### src/rtl/vcxo_lock_monitor_pkg.sv
// Shared types and defaults for the VCXO lock monitor.
// Lock FSM encoding and the 24/16-bit datapath widths.
package vcxo_lock_monitor_pkg;

    localparam int ERR_W = 24;
    localparam int CNT_W = 16;

    localparam int DEF_LOCK_WINDOW    = 4;
    localparam int DEF_LOCK_COUNT     = 8;
    localparam int DEF_UNLOCK_COUNT   = 3;
    localparam int DEF_PWM_MAX        = 122880;
    localparam int DEF_RAIL_MARGIN    = 1000;
    localparam int DEF_TIMEOUT_CYCLES = 368640;

    typedef enum logic [1:0] {
        ST_IDLE    = 2'd0,
        ST_ACQUIRE = 2'd1,
        ST_LOCKED  = 2'd2,
        ST_TIMEOUT = 2'd3
    } state_t;

    typedef logic signed [ERR_W-1:0] err_t;
    typedef logic [CNT_W-1:0]        cnt_t;

    // One extra bit so that -2^23 yields +2^23 instead of wrapping.
    function automatic logic [ERR_W:0] abs_err(err_t e);
        logic signed [ERR_W:0] x;
        logic [ERR_W:0]        r;
        x = {e[ERR_W-1], e};
        r = x[ERR_W] ? -x : x;
        return r;
    endfunction

endpackage

### src/rtl/vcxo_lock_monitor_if.sv
// Measurement, status and snapshot signals of the lock monitor.
// master = controller/MCU side, slave = monitor.
interface vcxo_lock_monitor_if;
    import vcxo_lock_monitor_pkg::*;

    logic       meas_valid;
    err_t       freq_error;
    err_t       pwm;
    logic       locked;
    logic       rail_alarm;
    logic       timeout_alarm;
    logic       snap_req;
    logic       snap_ack;
    err_t       snap_err_min;
    err_t       snap_err_max;
    err_t       snap_pwm;
    cnt_t       snap_meas_cnt;
    logic [3:0] snap_status;

    modport master (
        output meas_valid, freq_error, pwm, snap_req,
        input  locked, rail_alarm, timeout_alarm, snap_ack,
        input  snap_err_min, snap_err_max, snap_pwm,
        input  snap_meas_cnt, snap_status
    );

    modport slave (
        input  meas_valid, freq_error, pwm, snap_req,
        output locked, rail_alarm, timeout_alarm, snap_ack,
        output snap_err_min, snap_err_max, snap_pwm,
        output snap_meas_cnt, snap_status
    );

endinterface

### src/rtl/vcxo_err_tracker.sv
// Signed min/max of freq_error plus a saturating sample count.
// clear restarts tracking; a sample on the clear edge seeds it.
module vcxo_err_tracker
    import vcxo_lock_monitor_pkg::*;
(
    input  logic clk_in,
    input  logic reset_in,
    input  logic sample,
    input  logic clear,
    input  err_t err,
    output err_t err_min,
    output err_t err_max,
    output cnt_t cnt
);

    logic seeded;

    always_ff @(posedge clk_in) begin
        if (reset_in) begin
            seeded  <= 1'b0;
            err_min <= '0;
            err_max <= '0;
            cnt     <= '0;
        end else if (clear) begin
            seeded  <= sample;
            err_min <= sample ? err : '0;
            err_max <= sample ? err : '0;
            cnt     <= sample ? cnt_t'(1) : '0;
        end else if (sample) begin
            seeded <= 1'b1;
            if (!seeded || err < err_min)
                err_min <= err;
            if (!seeded || err > err_max)
                err_max <= err;
            if (cnt != '1)
                cnt <= cnt + 1'b1;
        end
    end

endmodule

### src/rtl/vcxo_lock_monitor.sv
// VCXO loop lock qualifier with rail/timeout alarms and a
// req/ack status snapshot for the MCU register side.
module vcxo_lock_monitor
    import vcxo_lock_monitor_pkg::*;
#(
    parameter int LOCK_WINDOW    = DEF_LOCK_WINDOW,
    parameter int LOCK_COUNT     = DEF_LOCK_COUNT,
    parameter int UNLOCK_COUNT   = DEF_UNLOCK_COUNT,
    parameter int PWM_MAX        = DEF_PWM_MAX,
    parameter int RAIL_MARGIN    = DEF_RAIL_MARGIN,
    parameter int TIMEOUT_CYCLES = DEF_TIMEOUT_CYCLES
) (
    input logic                clk_in,
    input logic                reset_in,
    vcxo_lock_monitor_if.slave bus
);

    localparam int TW = $clog2(TIMEOUT_CYCLES + 1);

    localparam err_t RAIL_LO = err_t'(RAIL_MARGIN);
    localparam err_t RAIL_HI = err_t'(PWM_MAX - RAIL_MARGIN);
    localparam logic [ERR_W:0] WIN = (ERR_W+1)'(LOCK_WINDOW);
    localparam logic [TW-1:0] T_MAX = TW'(TIMEOUT_CYCLES);
    localparam logic [TW-1:0] T_LAST = TW'(TIMEOUT_CYCLES - 1);
    localparam logic [7:0] IN_LAST = 8'(LOCK_COUNT - 1);
    localparam logic [7:0] OUT_LAST = 8'(UNLOCK_COUNT - 1);

    state_t          state;
    logic [7:0]      in_cnt;
    logic [7:0]      out_cnt;
    logic [TW-1:0]   idle_cnt;
    logic            locked_r;
    logic            rail_r;
    logic            timeout_r;
    err_t            last_pwm;
    err_t            trk_min;
    err_t            trk_max;
    cnt_t            trk_cnt;

    logic in_win;
    logic railed;
    logic good;
    logic bad;
    logic capture;

    assign in_win  = abs_err(bus.freq_error) <= WIN;
    assign railed  = (bus.pwm <= RAIL_LO) || (bus.pwm >= RAIL_HI);
    assign good    = in_win && !railed;
    assign bad     = !in_win || railed;
    assign capture = bus.snap_req && !bus.snap_ack;

    assign bus.locked        = locked_r;
    assign bus.rail_alarm    = rail_r;
    assign bus.timeout_alarm = timeout_r;

    always_ff @(posedge clk_in) begin
        if (reset_in) begin
            state     <= ST_IDLE;
            in_cnt    <= '0;
            out_cnt   <= '0;
            idle_cnt  <= '0;
            locked_r  <= 1'b0;
            rail_r    <= 1'b0;
            timeout_r <= 1'b0;
            last_pwm  <= '0;
        end else if (bus.meas_valid) begin
            idle_cnt  <= '0;
            rail_r    <= railed;
            timeout_r <= 1'b0;
            last_pwm  <= bus.pwm;
            unique case (state)
                ST_LOCKED: begin
                    if (!bad) begin
                        out_cnt <= '0;
                    end else if (out_cnt == OUT_LAST) begin
                        state    <= ST_ACQUIRE;
                        locked_r <= 1'b0;
                        out_cnt  <= '0;
                    end else begin
                        out_cnt <= out_cnt + 1'b1;
                    end
                end
                ST_IDLE, ST_ACQUIRE, ST_TIMEOUT: begin
                    state <= ST_ACQUIRE;
                    if (!good) begin
                        in_cnt <= '0;
                    end else if (in_cnt == IN_LAST) begin
                        state    <= ST_LOCKED;
                        locked_r <= 1'b1;
                        in_cnt   <= '0;
                    end else begin
                        in_cnt <= in_cnt + 1'b1;
                    end
                end
            endcase
        end else begin
            if (idle_cnt != T_MAX)
                idle_cnt <= idle_cnt + 1'b1;
            // IDLE never times out; TIMEOUT waits for a measurement.
            if ((state == ST_ACQUIRE || state == ST_LOCKED) &&
                idle_cnt == T_LAST) begin
                state     <= ST_TIMEOUT;
                locked_r  <= 1'b0;
                timeout_r <= 1'b1;
                in_cnt    <= '0;
                out_cnt   <= '0;
            end
        end
    end

    vcxo_err_tracker u_trk (
        .clk_in  (clk_in),
        .reset_in(reset_in),
        .sample  (bus.meas_valid),
        .clear   (capture),
        .err     (bus.freq_error),
        .err_min (trk_min),
        .err_max (trk_max),
        .cnt     (trk_cnt)
    );

    // Snapshot takes pre-update values, so a coincident sample
    // lands only in the freshly cleared trackers.
    always_ff @(posedge clk_in) begin
        if (reset_in) begin
            bus.snap_ack      <= 1'b0;
            bus.snap_err_min  <= '0;
            bus.snap_err_max  <= '0;
            bus.snap_pwm      <= '0;
            bus.snap_meas_cnt <= '0;
            bus.snap_status   <= '0;
        end else begin
            bus.snap_ack <= bus.snap_req;
            if (capture) begin
                bus.snap_err_min  <= trk_min;
                bus.snap_err_max  <= trk_max;
                bus.snap_pwm      <= last_pwm;
                bus.snap_meas_cnt <= trk_cnt;
                bus.snap_status   <= {state, rail_r, timeout_r};
            end
        end
    end

endmodule
### src/flat_wrapper.sv
// flat-port wrapper written by rule: the top's interface ports become plain ports
module vcxo_lock_monitor_flat import vcxo_lock_monitor_pkg::*;
#(
    parameter int LOCK_WINDOW    = DEF_LOCK_WINDOW,
    parameter int LOCK_COUNT     = DEF_LOCK_COUNT,
    parameter int UNLOCK_COUNT   = DEF_UNLOCK_COUNT,
    parameter int PWM_MAX        = DEF_PWM_MAX,
    parameter int RAIL_MARGIN    = DEF_RAIL_MARGIN,
    parameter int TIMEOUT_CYCLES = DEF_TIMEOUT_CYCLES
)
  (clk_in, reset_in, bus_meas_valid, bus_freq_error, bus_pwm, bus_snap_req, bus_locked, bus_rail_alarm, bus_timeout_alarm, bus_snap_ack, bus_snap_err_min, bus_snap_err_max, bus_snap_pwm, bus_snap_meas_cnt, bus_snap_status);
  vcxo_lock_monitor_if bus_i ();
  input logic clk_in;
  input logic reset_in;
  input wire logic [$bits(bus_i.meas_valid)-1:0] bus_meas_valid;
  input wire logic [$bits(bus_i.freq_error)-1:0] bus_freq_error;
  input wire logic [$bits(bus_i.pwm)-1:0] bus_pwm;
  input wire logic [$bits(bus_i.snap_req)-1:0] bus_snap_req;
  output wire logic [$bits(bus_i.locked)-1:0] bus_locked;
  output wire logic [$bits(bus_i.rail_alarm)-1:0] bus_rail_alarm;
  output wire logic [$bits(bus_i.timeout_alarm)-1:0] bus_timeout_alarm;
  output wire logic [$bits(bus_i.snap_ack)-1:0] bus_snap_ack;
  output wire logic [$bits(bus_i.snap_err_min)-1:0] bus_snap_err_min;
  output wire logic [$bits(bus_i.snap_err_max)-1:0] bus_snap_err_max;
  output wire logic [$bits(bus_i.snap_pwm)-1:0] bus_snap_pwm;
  output wire logic [$bits(bus_i.snap_meas_cnt)-1:0] bus_snap_meas_cnt;
  output wire logic [$bits(bus_i.snap_status)-1:0] bus_snap_status;
  assign bus_i.meas_valid = bus_meas_valid;
  assign bus_i.freq_error = bus_freq_error;
  assign bus_i.pwm = bus_pwm;
  assign bus_i.snap_req = bus_snap_req;
  assign bus_locked = bus_i.locked;
  assign bus_rail_alarm = bus_i.rail_alarm;
  assign bus_timeout_alarm = bus_i.timeout_alarm;
  assign bus_snap_ack = bus_i.snap_ack;
  assign bus_snap_err_min = bus_i.snap_err_min;
  assign bus_snap_err_max = bus_i.snap_err_max;
  assign bus_snap_pwm = bus_i.snap_pwm;
  assign bus_snap_meas_cnt = bus_i.snap_meas_cnt;
  assign bus_snap_status = bus_i.snap_status;
  vcxo_lock_monitor #(.LOCK_WINDOW(LOCK_WINDOW), .LOCK_COUNT(LOCK_COUNT), .UNLOCK_COUNT(UNLOCK_COUNT), .PWM_MAX(PWM_MAX), .RAIL_MARGIN(RAIL_MARGIN), .TIMEOUT_CYCLES(TIMEOUT_CYCLES)) u_core (.clk_in(clk_in), .reset_in(reset_in), .bus(bus_i));
endmodule
### config.mk
export PLATFORM = sky130hd
export DESIGN_NAME = vcxo_lock_monitor_flat
export DESIGN_NICKNAME = d
export VERILOG_FILES = /design/src/rtl/vcxo_lock_monitor_pkg.sv /design/src/rtl/vcxo_lock_monitor_if.sv /design/src/rtl/vcxo_err_tracker.sv /design/src/rtl/vcxo_lock_monitor.sv /design/src/flat_wrapper.sv
export SDC_FILE = /design/constraint.sdc
export NUM_CORES = 1
export LEC_CHECK = 0
export CAP_MARGIN = 10
export CORE_MARGIN = 2
export CORE_UTILIZATION = 60
export CTS_BUF_LIST = sky130_fd_sc_hd__clkbuf_4
export DETAILED_ROUTE_END_ITERATION = 8
export GPL_TIMING_DRIVEN = 0
export PLACE_DENSITY = 0.86
export SLEW_MARGIN = 20
export SYNTH_ARGS = -nofsm -noshare
export SYNTH_HDL_FRONTEND = slang
export SYNTH_HIERARCHICAL = 1
export SYNTH_SLANG_ARGS = --single-unit
### constraint.sdc
create_clock -name clk_in -period 8.7 [get_ports clk_in]
set_clock_uncertainty 0.2 [all_clocks]
set_input_delay 1.74 -clock clk_in [delete_from_list [all_inputs] [get_ports clk_in]]
set_output_delay 1.74 -clock clk_in [all_outputs]
set_load 0.05 [all_outputs]
# Word-level counts from Yosys, hierarchy flattened
# Cells that the tools add are included.
# totals
ff_bits	222
input_bits	52
word_cells	106
# op_classes
add_sub_neg	5
order_cmp	5
eq_ne	14
muxes	37
n_reduce_logical	27
# op_table
op	count
$mux 24	7
$mux 8	9
$mux 16	3
$le 25x3->1 const B	1
$mux 25	1
$neg 24->25	1
$ge 24x18->1 const B	1
$gt 24x24->1	1
$le 24x11->1 const B	1
$lt 24x24->1	1
$add 19x1->19 const B	1
$eq 19x19->1 const B	1
$ne 19x19->1 const B	1
$add 16x1->16 const B	1
$add 8x1->8 const B	2
$ne 16x16->1 const B	1
$mux 2	6
$ne 3x2->1 const B	4
$reduce_and 2->1	5
$reduce_bool 2->1	5
$mux 1	9
$eq 8x2->1 const B	1
$eq 8x3->1 const B	1
$logic_or 1x1->1	5
12 further kinds	19

# Depth between registers and ports, before layout
# Gate-level depths: netlist (run 1).
# logic_depth
depth_word	8
depth_mapped	11

# Modules after synthesis
# Netlist (run 1), hierarchy kept.
# by_module_without_submodules
module	n_inst	cells_per_inst	area_per_inst_um2	seq_area_each_um2
vcxo_lock_monitor	1	881	7011.7	3143.0
vcxo_err_tracker	1	540	4509.3	1301.2

# Worst setup path after synthesis (run 1)
# Ideal clock, no wire load.
# synth_path
path_kind	input to register
startpoint	in bus_freq_error[2]
endpoint	reg u_core.locked_r (netlist: u_core/bus.locked)
setup_ns	0.103
t_arrival_ns	4.229
t_required_ns	8.397
path_slack_ns	4.168
stages	10
path_buffers	2
path_cell_list	buf_2 -> or3_1 -> clkbuf_1 -> or3_4 -> o21ai_2 -> o21ai_2 -> or4_4 -> nor3_4 -> a21oi_2 -> a2111oi_2
# synth_via
elab_chain_len	7
word_cells_on_any_way	9
cone_classes	add/sub (1); order compare (1); eq/ne (2); mux (1); reduce/logical (4)
# synth_lines
item	line	source
start: declaration	flat_wrapper.sv:16	input wire logic [$bits(bus_i.freq_error)-1:0] bus_freq_error;
$neg 24->25	vcxo_lock_monitor_pkg.sv:30	r = x[ERR_W] ? -x : x;
$mux 25 (*)	vcxo_lock_monitor_pkg.sv:30	
$le 25x3->1 (*)	vcxo_lock_monitor.sv:46	assign in_win = abs_err(bus.freq_error) <= WIN;
$logic_not 1->1	vcxo_lock_monitor.sv:49	assign bad = !in_win || railed;
$logic_or 1x1->1	vcxo_lock_monitor.sv:49	
$ne 3x2->1 (no source line)	n/a	
$reduce_and 5->1 (no source line) (*)	n/a	
end signal: assignment	vcxo_lock_monitor.sv:62	locked_r <= 1'b0;
end signal: assignment	vcxo_lock_monitor.sv:77	locked_r <= 1'b0;
end signal: assignment	vcxo_lock_monitor.sv:89	locked_r <= 1'b1;
end: declaration	vcxo_lock_monitor.sv:32	logic locked_r;
# Every way passes the cells marked *; elsewhere a longest branch is shown, timed or not.
# A chain may end at the register's enable or synchronous reset.

# Final worst setup path (run 1)
# layout_path
startpoint	in bus_freq_error[6]
endpoint	reg u_core.locked_r (netlist: u_core/bus.locked)
# The elaborated chain is that of the path after synthesis.

==> summary.txt, run 1 <==
Placed design
  – Dpl ws: 3.08 ns
  – Routability Congestion: 0.992
  – Port Buffer Count: 147
  – DP HPWL: 23800 um

Die
  – Die area: 0.0203 mm^2
  – Core area: 0.0188 mm^2
  – Initial Utilization: 61.4%
  – IO Count: 148
  – Die width: 143 um
  – Die height: 143 um
  – Placement Rows: 50

Power and ir drop
  – Power Density: 172 mW/mm^2
  – Peak VDD IR: 0.121 mV
  – Leak: 0.00530 uW

Synthesis
  – Unique cell type count in the Yosys netlist: 78
  – Avg Cell Area, Syn: 8.11 um^2
  – Synth warn: 6
  – Synthesis-stage register bit count: 222
  – Register area share after synthesis: 38.6%
  – Post-synth ARST share: 0%
  – Synthesized cell area: 0.0115 mm^2
  – Syn Nets: 1528
  – Number of synthesized flops with an enable pin: 0
  – Prevailing post-synth register cell: dfxtp_1
  – Post-Syn Instances: 1421

Global routing
  – Vias in the first global route: 11.1k
  – Global-route wire length before repair: 53100 um
  – GRT Util Overall: 31.9%
  – Largest net degree at the start of global routing: 17
  – Total grt overflow: 0
  – Initial antenna violation count: 1

Timing
  – Fin crit period: 5.09 ns
  – Final worst slack: 3.61 ns
  – Final hold vios: 0
  – Setup_tns: 0 ns
  – RSZ-0062 raised after global routing: false
  – Relative slew slack: 33.7%
  – Fin crit share: 58.5%
  – Tightest Pin Transition: 0.995 ns
  – Count of final max-slew check failures: 0
  – Fmax: 196 MHz
  – # setup viols final: 0

Detailed routing
  – Vias/cell: 6.05
  – WL/cell: 17.4 um
  – Starting DRT DRC Count: 1034
  – WL met2: 15700 um
  – Drc violations: 0
  – Antenna viol nets, final: 0
  – Top Layer Used: met4
  – M1 WL: 13700 um
  – 1st-pass router iterations: 6
  – Final wirelength: 33000 um
  – DR WL met3: 2640 um
  – DR vias: 11.5k

Clock tree
  – Postcts setup bufs: 0
  – Num CTS Buffers: 57
  – # hold bufs at CTS: 0
  – Post_cts resized: 0
  – Skew-Pair Late Insertion Delay: 0.69 ns
  – CTS clk-pin slew, worst paths: 0.07 ns
  – CTS H-tree lvls: 2
  – Clk sinks: 222
  – CTS tree: yes
  – Maximum clock path buffer count: 3
  – Root buffer cell: clkbuf_4

Worst setup path
  – FF-to-FF path depth: 10
  – Setup CP Type: primary input to flop
  – Reg2reg end: u_core/u_trk/err_max[17]$_SDFFE_PP0P_
  – Critical Path Source: bus_freq_error[6]
  – Worst path arrival time: 5.45 ns
  – CP endpoint kind: flop
  – Type of origin of the critical path: primary input
  – CP Max Fanout: 10
  – Req. time, crit path: 9.06 ns
  – FF-to-FF setup slack: 5.55 ns
  – Crit path capture: u_core/bus.locked$_SDFFE_PP0P_
  – Worst r2r src: u_core/u_trk/err_max[23]$_SDFFE_PP0P_

Job
  – MaxCap Viol Count: 0

Layout
  – Syn-to-layout area delta: 21.6%
  – Nets: 1734
  – Most frequent cells in the layout: nand2_1 (253), dfxtp_1 (222), clkdlybuf4s50_1 (147)
  – Final design utilization: 74.6%
  – Most common cell after layout, fill and taps aside: nand2_1
  – Layout cells sized above 1: 7.59%

Worst hold path
  – Hold crit path type: flop to flop

Outcome
  – Status: complete, no violations
-- cell usage after synthesis (all sizes together), types with 19 or more instances --
master,n,area [um^2]
mux2i,74,741
a21oi,134,674
nand2,253,950
ha,55,688
a221o,24,240
and3,19,120
clkbuf,78,293
nand2b,32,200
nor3,24,143
nand3,24,120
xor2,28,245
dfxtp,222,4440
nand4,60,375
nor4,24,165
inv,70,263
nor2,115,432
-- kinds of logic (layout without fill, tap and decap cells) --
family                   count (synthesis)  after routing  synth area share [%]
AO/OA/AOI/OAI                          249            249                  14.1
XOR/XNOR                                38             38                  2.89
adder cells (fa/ha/maj)                 55             55                  5.97
buffers and inverters                  161            399                  5.55
flip-flops                             222            222                  38.6
multiplexers                            74             74                  6.43
other                                    0              2                     0
AND/OR/NAND/NOR                        622            622                  26.5
-- layer usage --
layer  vias up  global-route usage (%)
met5         -                       0
met4         0                    13.3
met2       504                    53.7
met3        97                    6.73
li1       5455                       -
met1      5407                    39.7
-- worst min path at each step --
| stage | start | to | slack [ns] | depth (start not counted) |
|---|---|---|---|---|
| 3_3_place_gp | u_core/last_pwm[10]$_SDFFE_PP0P_ | u_core/bus.snap_pwm[10]$_SDFFE_PP0P_ | 0.24 | 2 |
| 4_1_cts | u_core/last_pwm[10]$_SDFFE_PP0P_ | u_core/bus.snap_pwm[10]$_SDFFE_PP0P_ | 0.25 | 2 |
| 2_1_floorplan | u_core/last_pwm[0]$_SDFFE_PP0P_ | u_core/bus.snap_pwm[0]$_SDFFE_PP0P_ | 0.23 | 2 |
| 3_5_place_dp | u_core/last_pwm[18]$_SDFFE_PP0P_ | u_core/bus.snap_pwm[18]$_SDFFE_PP0P_ | 0.25 | 2 |
| 5_1_grt | u_core/last_pwm[10]$_SDFFE_PP0P_ | u_core/bus.snap_pwm[10]$_SDFFE_PP0P_ | 0.27 | 2 |
| 6_report | u_core/bus.snap_pwm[17]$_SDFFE_PP0P_ | u_core/bus.snap_pwm[17]$_SDFFE_PP0P_ | 0.25 | 2 |
-- registers in the layout (all words and copies together) (netlist names) --
register                  count
u_core/bus.snap_err_max      24
u_core/bus.snap_err_min      24
u_core/bus.snap_pwm          24
u_core/last_pwm              24
u_core/u_trk/err_max         24
u_core/u_trk/err_min         24
u_core/idle_cnt              19
u_core/bus.snap_meas_cnt     16
u_core/u_trk/cnt             16
u_core/in_cnt                 8
u_core/out_cnt                8
u_core/bus.snap_status        4
u_core/state                  2
u_core/bus.locked             1
u_core/bus.rail_alarm         1
u_core/bus.snap_ack           1
u_core/bus.timeout_alarm      1
u_core/u_trk/seeded           1
-- power by group --
part	switching [uW]	internal, uW	total, uW
clock network	420	491	911
logic	259	147	405
registers	30.2	1060	1090
-- cell type report --
cell class,count,area [um^2]
inverter,70,263
clock inverter,15,148
buffer,91,377
sequential,222,4440
multi-input combinational,1038,6440
timing repair buffer,147,1470
antenna,2,5.00
fill,1475,4760
clock buffer,76,571
tap,234,293
-- per-stage QoR --
stage	total power [uW]	instances	instance area [um^2]	hold slack (ns)
floorplan	1360	1421	11500	0.231
global placement	1490	1802	13300	0.240
detailed placement	1500	1802	13300	0.246
CTS	2420	1893	14000	0.255
global route	2510	1895	14000	0.272
finish	2400	1895	14000	0.252
-- critical path, stage by stage --
cell and delay, ns:
clkdlybuf4s50_1 0.74, or4_4 0.66, buf_6 0.17, nor4_1 0.40, nor3_1 0.13, o32a_1 0.21
nor4_1 0.49, a31oi_1 0.44, a2111oi_2 0.46
Power figures use the tool's default switching activity.
==> run 2: changes to the inputs <==
CORE_UTILIZATION = 58   (was 60)
PLACE_DENSITY = 0.83   (was 0.86)
clock period = 5.1 ns   (was 8.7 ns; I/O delays follow)
==> summary.txt, run 2 (synthesis results as in run 1) <==
Worst hold path
  – Hold crit path type: flop to flop
  – Worst hold path endpoint: u_core/bus.snap_pwm[1]$_SDFFE_PP0P_
  – Hold path depth: 2
  – Hold Startpoint: u_core/last_pwm[1]$_SDFFE_PP0P_

Power and ir drop
  – Psw: 1200 uW
  – Int Power: 2740 uW
  – Clock group share of total power: 35.6%
  – Peak VDD IR: 0.160 mV
  – Sw Share: 30.4%
  – Leak: 0.00527 uW
  – Sequential share of power: 47.0%
  – Comb pwr share: 17.4%
  – Power Density: 282 mW/mm^2

Clock tree
  – Post_cts resized: 0
  – CTS H-tree lvls: 2
  – CTS tree: yes
  – Skew-Pair Late Insertion Delay: 0.69 ns
  – Num CTS Buffers: 55
  – Postcts setup bufs: 0
  – CTS clk-pin slew, worst paths: 0.07 ns
  – Maximum clock path buffer count: 3
  – Clk sinks: 222
  – # hold bufs at CTS: 0
  – Root buffer cell: clkbuf_4

Timing
  – Hold slack: 0.245 ns
  – Relative slew slack: 33.9%
  – Setup_tns: 0 ns
  – Fin crit period: 4.24 ns
  – Fmax: 236 MHz
  – Final hold vios: 0
  – Tightest Pin Transition: 0.991 ns
  – RSZ-0062 raised after global routing: false
  – Final worst slack: 0.863 ns
  – Count of final max-slew check failures: 0
  – Fin crit share: 83.1%
  – # setup viols final: 0

Detailed routing
  – Vias/cell: 5.83
  – WL/cell: 16.6 um
  – Starting DRT DRC Count: 846
  – Antenna viol nets, final: 0
  – 1st-pass router iterations: 5
  – DR vias: 11.2k
  – Final wirelength: 32000 um
  – Drc violations: 0

Worst setup path
  – Req. time, crit path: 5.48 ns
  – Setup CP Type: primary input to flop
  – CP Max Fanout: 10
  – Worst path arrival time: 4.62 ns
  – Type of origin of the critical path: primary input
  – Reg2reg end: u_core/u_trk/err_max[18]$_SDFFE_PP0P_
  – FF-to-FF path depth: 10
  – CP endpoint kind: flop
  – FF-to-FF setup slack: 1.96 ns
  – Worst r2r src: u_core/u_trk/err_max[23]$_SDFFE_PP0P_

Die
  – Die area: 0.0210 mm^2
  – Core area: 0.0195 mm^2
  – Die height: 145 um
  – Die width: 145 um
  – Initial Utilization: 59.2%
  – Placement Rows: 51
  – IO Count: 148

Layout
  – Final instance area: 0.0140 mm^2
  – Syn-to-layout area delta: 21.4%
  – Most common cell after layout, fill and taps aside: nand2_1
  – Layout cells sized above 1: 7.40%
  – Most frequent cells in the layout: nand2_1 (253), dfxtp_1 (222), clkdlybuf4s50_1 (147)
  – Nets: 1732

Placed design
  – Dpl ws: 0.246 ns
  – Placed Area: 0.0133 mm^2
  – Routability Congestion: 0.935
  – Port Buffer Count: 147
  – DP HPWL: 23300 um

Global routing
  – GRT Util Overall: 29.5%
  – Largest net degree at the start of global routing: 16
  – Initial antenna violation count: 1
  – Total grt overflow: 0
  – Vias in the first global route: 10.7k
  – Global-route wire length before repair: 51800 um

Outcome
  – Status: complete, no violations

Job
  – MaxCap Viol Count: 0
## run 2: cell types whose count changed in the layout (fill, tap and decap cells not counted), sizes merged
| cell | change |
|---|---|
| clkinvlp | -1 |
| clkinv | +8 |
| diode | -1 |
| bufinv | -3 |
## run 2: power groups by stage
stage          logic [uW]  registers (uW)  clock network (uW)
6_report              684            1850                1400
5_1_grt               740            1860                1530
4_1_cts               673            1850                1430
3_5_place_dp          670            1890                   0
3_3_place_gp          654            1890                   0
2_1_floorplan         371            1950                   0
## run 2: metrics by stage
| stage | cells | util [%] | power, uW |
|---|---|---|---|
| after floorplan | 1421 | - | 2320 |
| after global placement | 1833 | 68.5 | 2540 |
| after detailed placement | 1833 | 68.5 | 2560 |
| after CTS | 1928 | 71.8 | 3960 |
| after global routing | 1929 | 71.8 | 4130 |
| final | 1929 | 71.8 | 3940 |
## run 2: worst max-delay path by stage
| stage | from | endpoint | slack [ns] | depth (start not counted) |
|---|---|---|---|---|
| finish | bus_freq_error[11] | u_core/bus.locked$_SDFFE_PP0P_ | 0.86 | 10 |
| global placement | bus_freq_error[11] | u_core/bus.locked$_SDFFE_PP0P_ | 0.26 | 10 |
| detailed placement | bus_freq_error[11] | u_core/bus.locked$_SDFFE_PP0P_ | 0.25 | 10 |
| global route | bus_freq_error[11] | u_core/bus.locked$_SDFFE_PP0P_ | 0.73 | 9 |
| CTS | bus_freq_error[11] | u_core/bus.locked$_SDFFE_PP0P_ | 0.97 | 10 |
| floorplan | bus_freq_error[2] | u_core/bus.locked$_SDFFE_PP0P_ | 1.29 | 10 |
## run 2: per-layer routing
layer	part of all wire, %	vias up	global-route usage [%]
met5	0	-	0
met4	3.5	0	13.1
met3	7.6	85	6.42
met2	46	428	48.0
met1	43	5285	37.6
li1	-	5443	-
## run 2: layout make-up
class	count	area, um^2
plain buffers	91	377
well taps	265	332
clock inverters	19	85.1
inverters	70	263
repair buffers	147	1470
flip-flops and latches	222	4440
multi-input cells	1038	6440
clock buffers	76	571
diodes	1	2.50
fillers	1585	5480
## run 2: worst max-delay path: stages
cell and delay, ns:
clkdlybuf4s50_1 0.61, buf_2 0.30, or4_1 0.59, nor4_4 0.32, a41oi_1 0.17, o22a_1 0.23, or4_4 0.57, nor3_4 0.40
a21oi_2 0.10, a2111oi_2 0.29
==> run 3: changes to the inputs <==
CORE_UTILIZATION = 52   (was 58)
PLACE_DENSITY = 0.79   (was 0.83)
clock period = 3.8 ns   (was 5.1 ns; I/O delays follow)
==> summary.txt, run 3 (synthesis results as in run 1) <==
Outcome
  – Status: complete, no violations

Placed design
  – Routability Congestion: 0.929
  – Placed Area: 0.0133 mm^2
  – Port Buffer Count: 147
  – DP HPWL: 23700 um

Die
  – Core area: 0.0218 mm^2
  – Die height: 153 um
  – Placement Rows: 54
  – Initial Utilization: 53.0%
  – IO Count: 148
  – Die area: 0.0234 mm^2
  – Die width: 153 um

Clock tree
  – CTS tree: yes
  – Num CTS Buffers: 57
  – Skew-Pair Late Insertion Delay: 0.70 ns
  – CTS H-tree lvls: 2
  – # hold bufs at CTS: 0
  – CTS clk-pin slew, worst paths: 0.06 ns
  – Maximum clock path buffer count: 3
  – Root buffer cell: clkbuf_4
  – Clk sinks: 222

Timing
  – Fin crit share: 98.5%
  – # setup viols final: 0
  – Hold slack: 0.244 ns
  – Fin crit period: 3.74 ns
  – Setup_tns: 0 ns
  – Fmax: 267 MHz
  – Final hold vios: 0
  – Relative slew slack: 29.9%
  – Count of final max-slew check failures: 0
  – Tightest Pin Transition: 1.05 ns

Layout
  – Final instance area: 0.0141 mm^2
  – FF+latch area: 0.00444 mm^2
  – Multi-input logic area: 0.00646 mm^2
  – Fillers: 1868
  – Nets: 1738
  – Syn-to-layout area delta: 22.3%
  – Most frequent cells in the layout: nand2_1 (253), dfxtp_1 (222), clkdlybuf4s50_1 (141)
  – Layout cells sized above 1: 8.35%
  – Most common cell after layout, fill and taps aside: nand2_1

Detailed routing
  – Final wirelength: 32900 um
  – 1st-pass router iterations: 5
  – DR vias: 11.2k
  – WL/cell: 16.9 um
  – Antenna viol nets, final: 0
  – Drc violations: 0
  – Vias/cell: 5.78
  – Starting DRT DRC Count: 899

Worst setup path
  – Worst path arrival time: 4.11 ns
  – Crit-path leading delay family: simple AND/OR/NAND/NOR gates
  – Req. time, crit path: 4.17 ns
  – Slowest CP cell: clkdlybuf4s50_1
  – Critical Path Max Stage Delay: 0.62 ns
  – Setup CP Type: primary input to flop
  – CP Cell Sequence: clkdlybuf4s50_1 > clkbuf_2 > or4_4 > or3_4 > o21ai_2 > o21ai_2 > or4_4 > nor4_2 > a21oi_1 > a211oi_1
  – CP endpoint kind: flop
  – CP Max Fanout: 10
  – Type of origin of the critical path: primary input
  – WP buf/inv: 2

Power and ir drop
  – Leak: 0.00536 uW
  – Peak VDD IR: 0.278 mV
  – Overall Power: 5340 uW
  – Power Density: 379 mW/mm^2

Global routing
  – Global-route wire length before repair: 52500 um
  – Largest net degree at the start of global routing: 17
  – Initial antenna violation count: 2
  – Vias in the first global route: 10.8k
  – GRT Util Overall: 27.0%
  – Total grt overflow: 0

Worst hold path
  – Hold crit path type: flop to flop

Job
  – MaxCap Viol Count: 0
[run 3: changes by cell type in the layout (fill, tap and decap cells not counted), sizes merged]
cell	before	now
inv	70	71
clkdlybuf4s50	147	141
dlymetal6s2s	0	6
clkbuf	154	161
buf	13	17
clkinv	19	8
diode	1	2
[run 3: metrics by stage]
stage	worst slack, ns	utilization, %	instances
after floorplan	0.248	-	1421
after global placement	-0.824	61.3	1848
after detailed placement	-0.795	61.3	1848
after CTS	0.0186	64.5	1942
after global routing	-0.0190	64.8	1946
final	0.0561	64.8	1946
[run 3: final timing paths]
kind / depth (start not counted) / slack [ns] / startpoint / end
max: 10 / 0.06 / bus_freq_error[9] / u_core/in_cnt[2]$_SDFFE_PP0P_
min: 2 / 0.24 / u_core/last_pwm[23]$_SDFFE_PP0P_ / u_core/bus.snap_pwm[23]$_SDFFE_PP0P_
max reg2reg: 10 / 0.65 / u_core/u_trk/err_max[23]$_SDFFE_PP0P_ / u_core/u_trk/err_max[21]$_SDFFE_PP0P_
min reg2reg: 2 / 0.24 / u_core/last_pwm[23]$_SDFFE_PP0P_ / u_core/bus.snap_pwm[23]$_SDFFE_PP0P_
[run 3: layer usage]
metal	global-route usage [%]	wire length (um)	up-vias
met4	11.5	1150	0
met2	44.7	15300	425
met5	0	0	-
met3	5.16	2380	92
met1	34.6	14000	5286
li1	-	-	5440
[run 3: worst reg2reg max path, cell delays in order, from the launching register on]
cell and delay, ns:
dfxtp_1 0.46, inv_1 0.07, ha_1 0.38, and4_1 0.24, nand4_1 0.19, nor2_1 0.15
o31ai_1 0.09, and3_1 0.22, o31ai_4 0.41, buf_2 0.41, mux2i_1 0.26
[run 3: area by class of cell]
| class | count | share of cell area [%] |
|---|---|---|
| Inverter | 70 | 1.87 |
| Clock buffer | 83 | 4.42 |
| Sequential cell | 222 | 31.5 |
| Clock inverter | 9 | 0.311 |
| Timing Repair Buffer | 151 | 10.8 |
| Multi-Input combinational cell | 1038 | 45.9 |
| Antenna cell | 2 | 0.0355 |
| Tap cell | 280 | 2.49 |
| Buffer | 91 | 2.69 |
[run 3: repair_timing]
item                                   in CTS  in global routing
resized for setup                           1                 14
cloned                                      0                  0
endpoints found under the hold margin       0                  0
pin swaps                                   1                  1
buffers inserted                            2                  2
setup endpoints to repair                   3                 18
[run 3: where the power goes]
part	total (uW)	internal, uW	leakage (uW)	switching, uW
Clock	1930	987	0.000404	945
Combinational	923	335	0.00315	589
Sequential	2490	2420	0.00181	68.8
Total	5340	3740	0.00536	1600
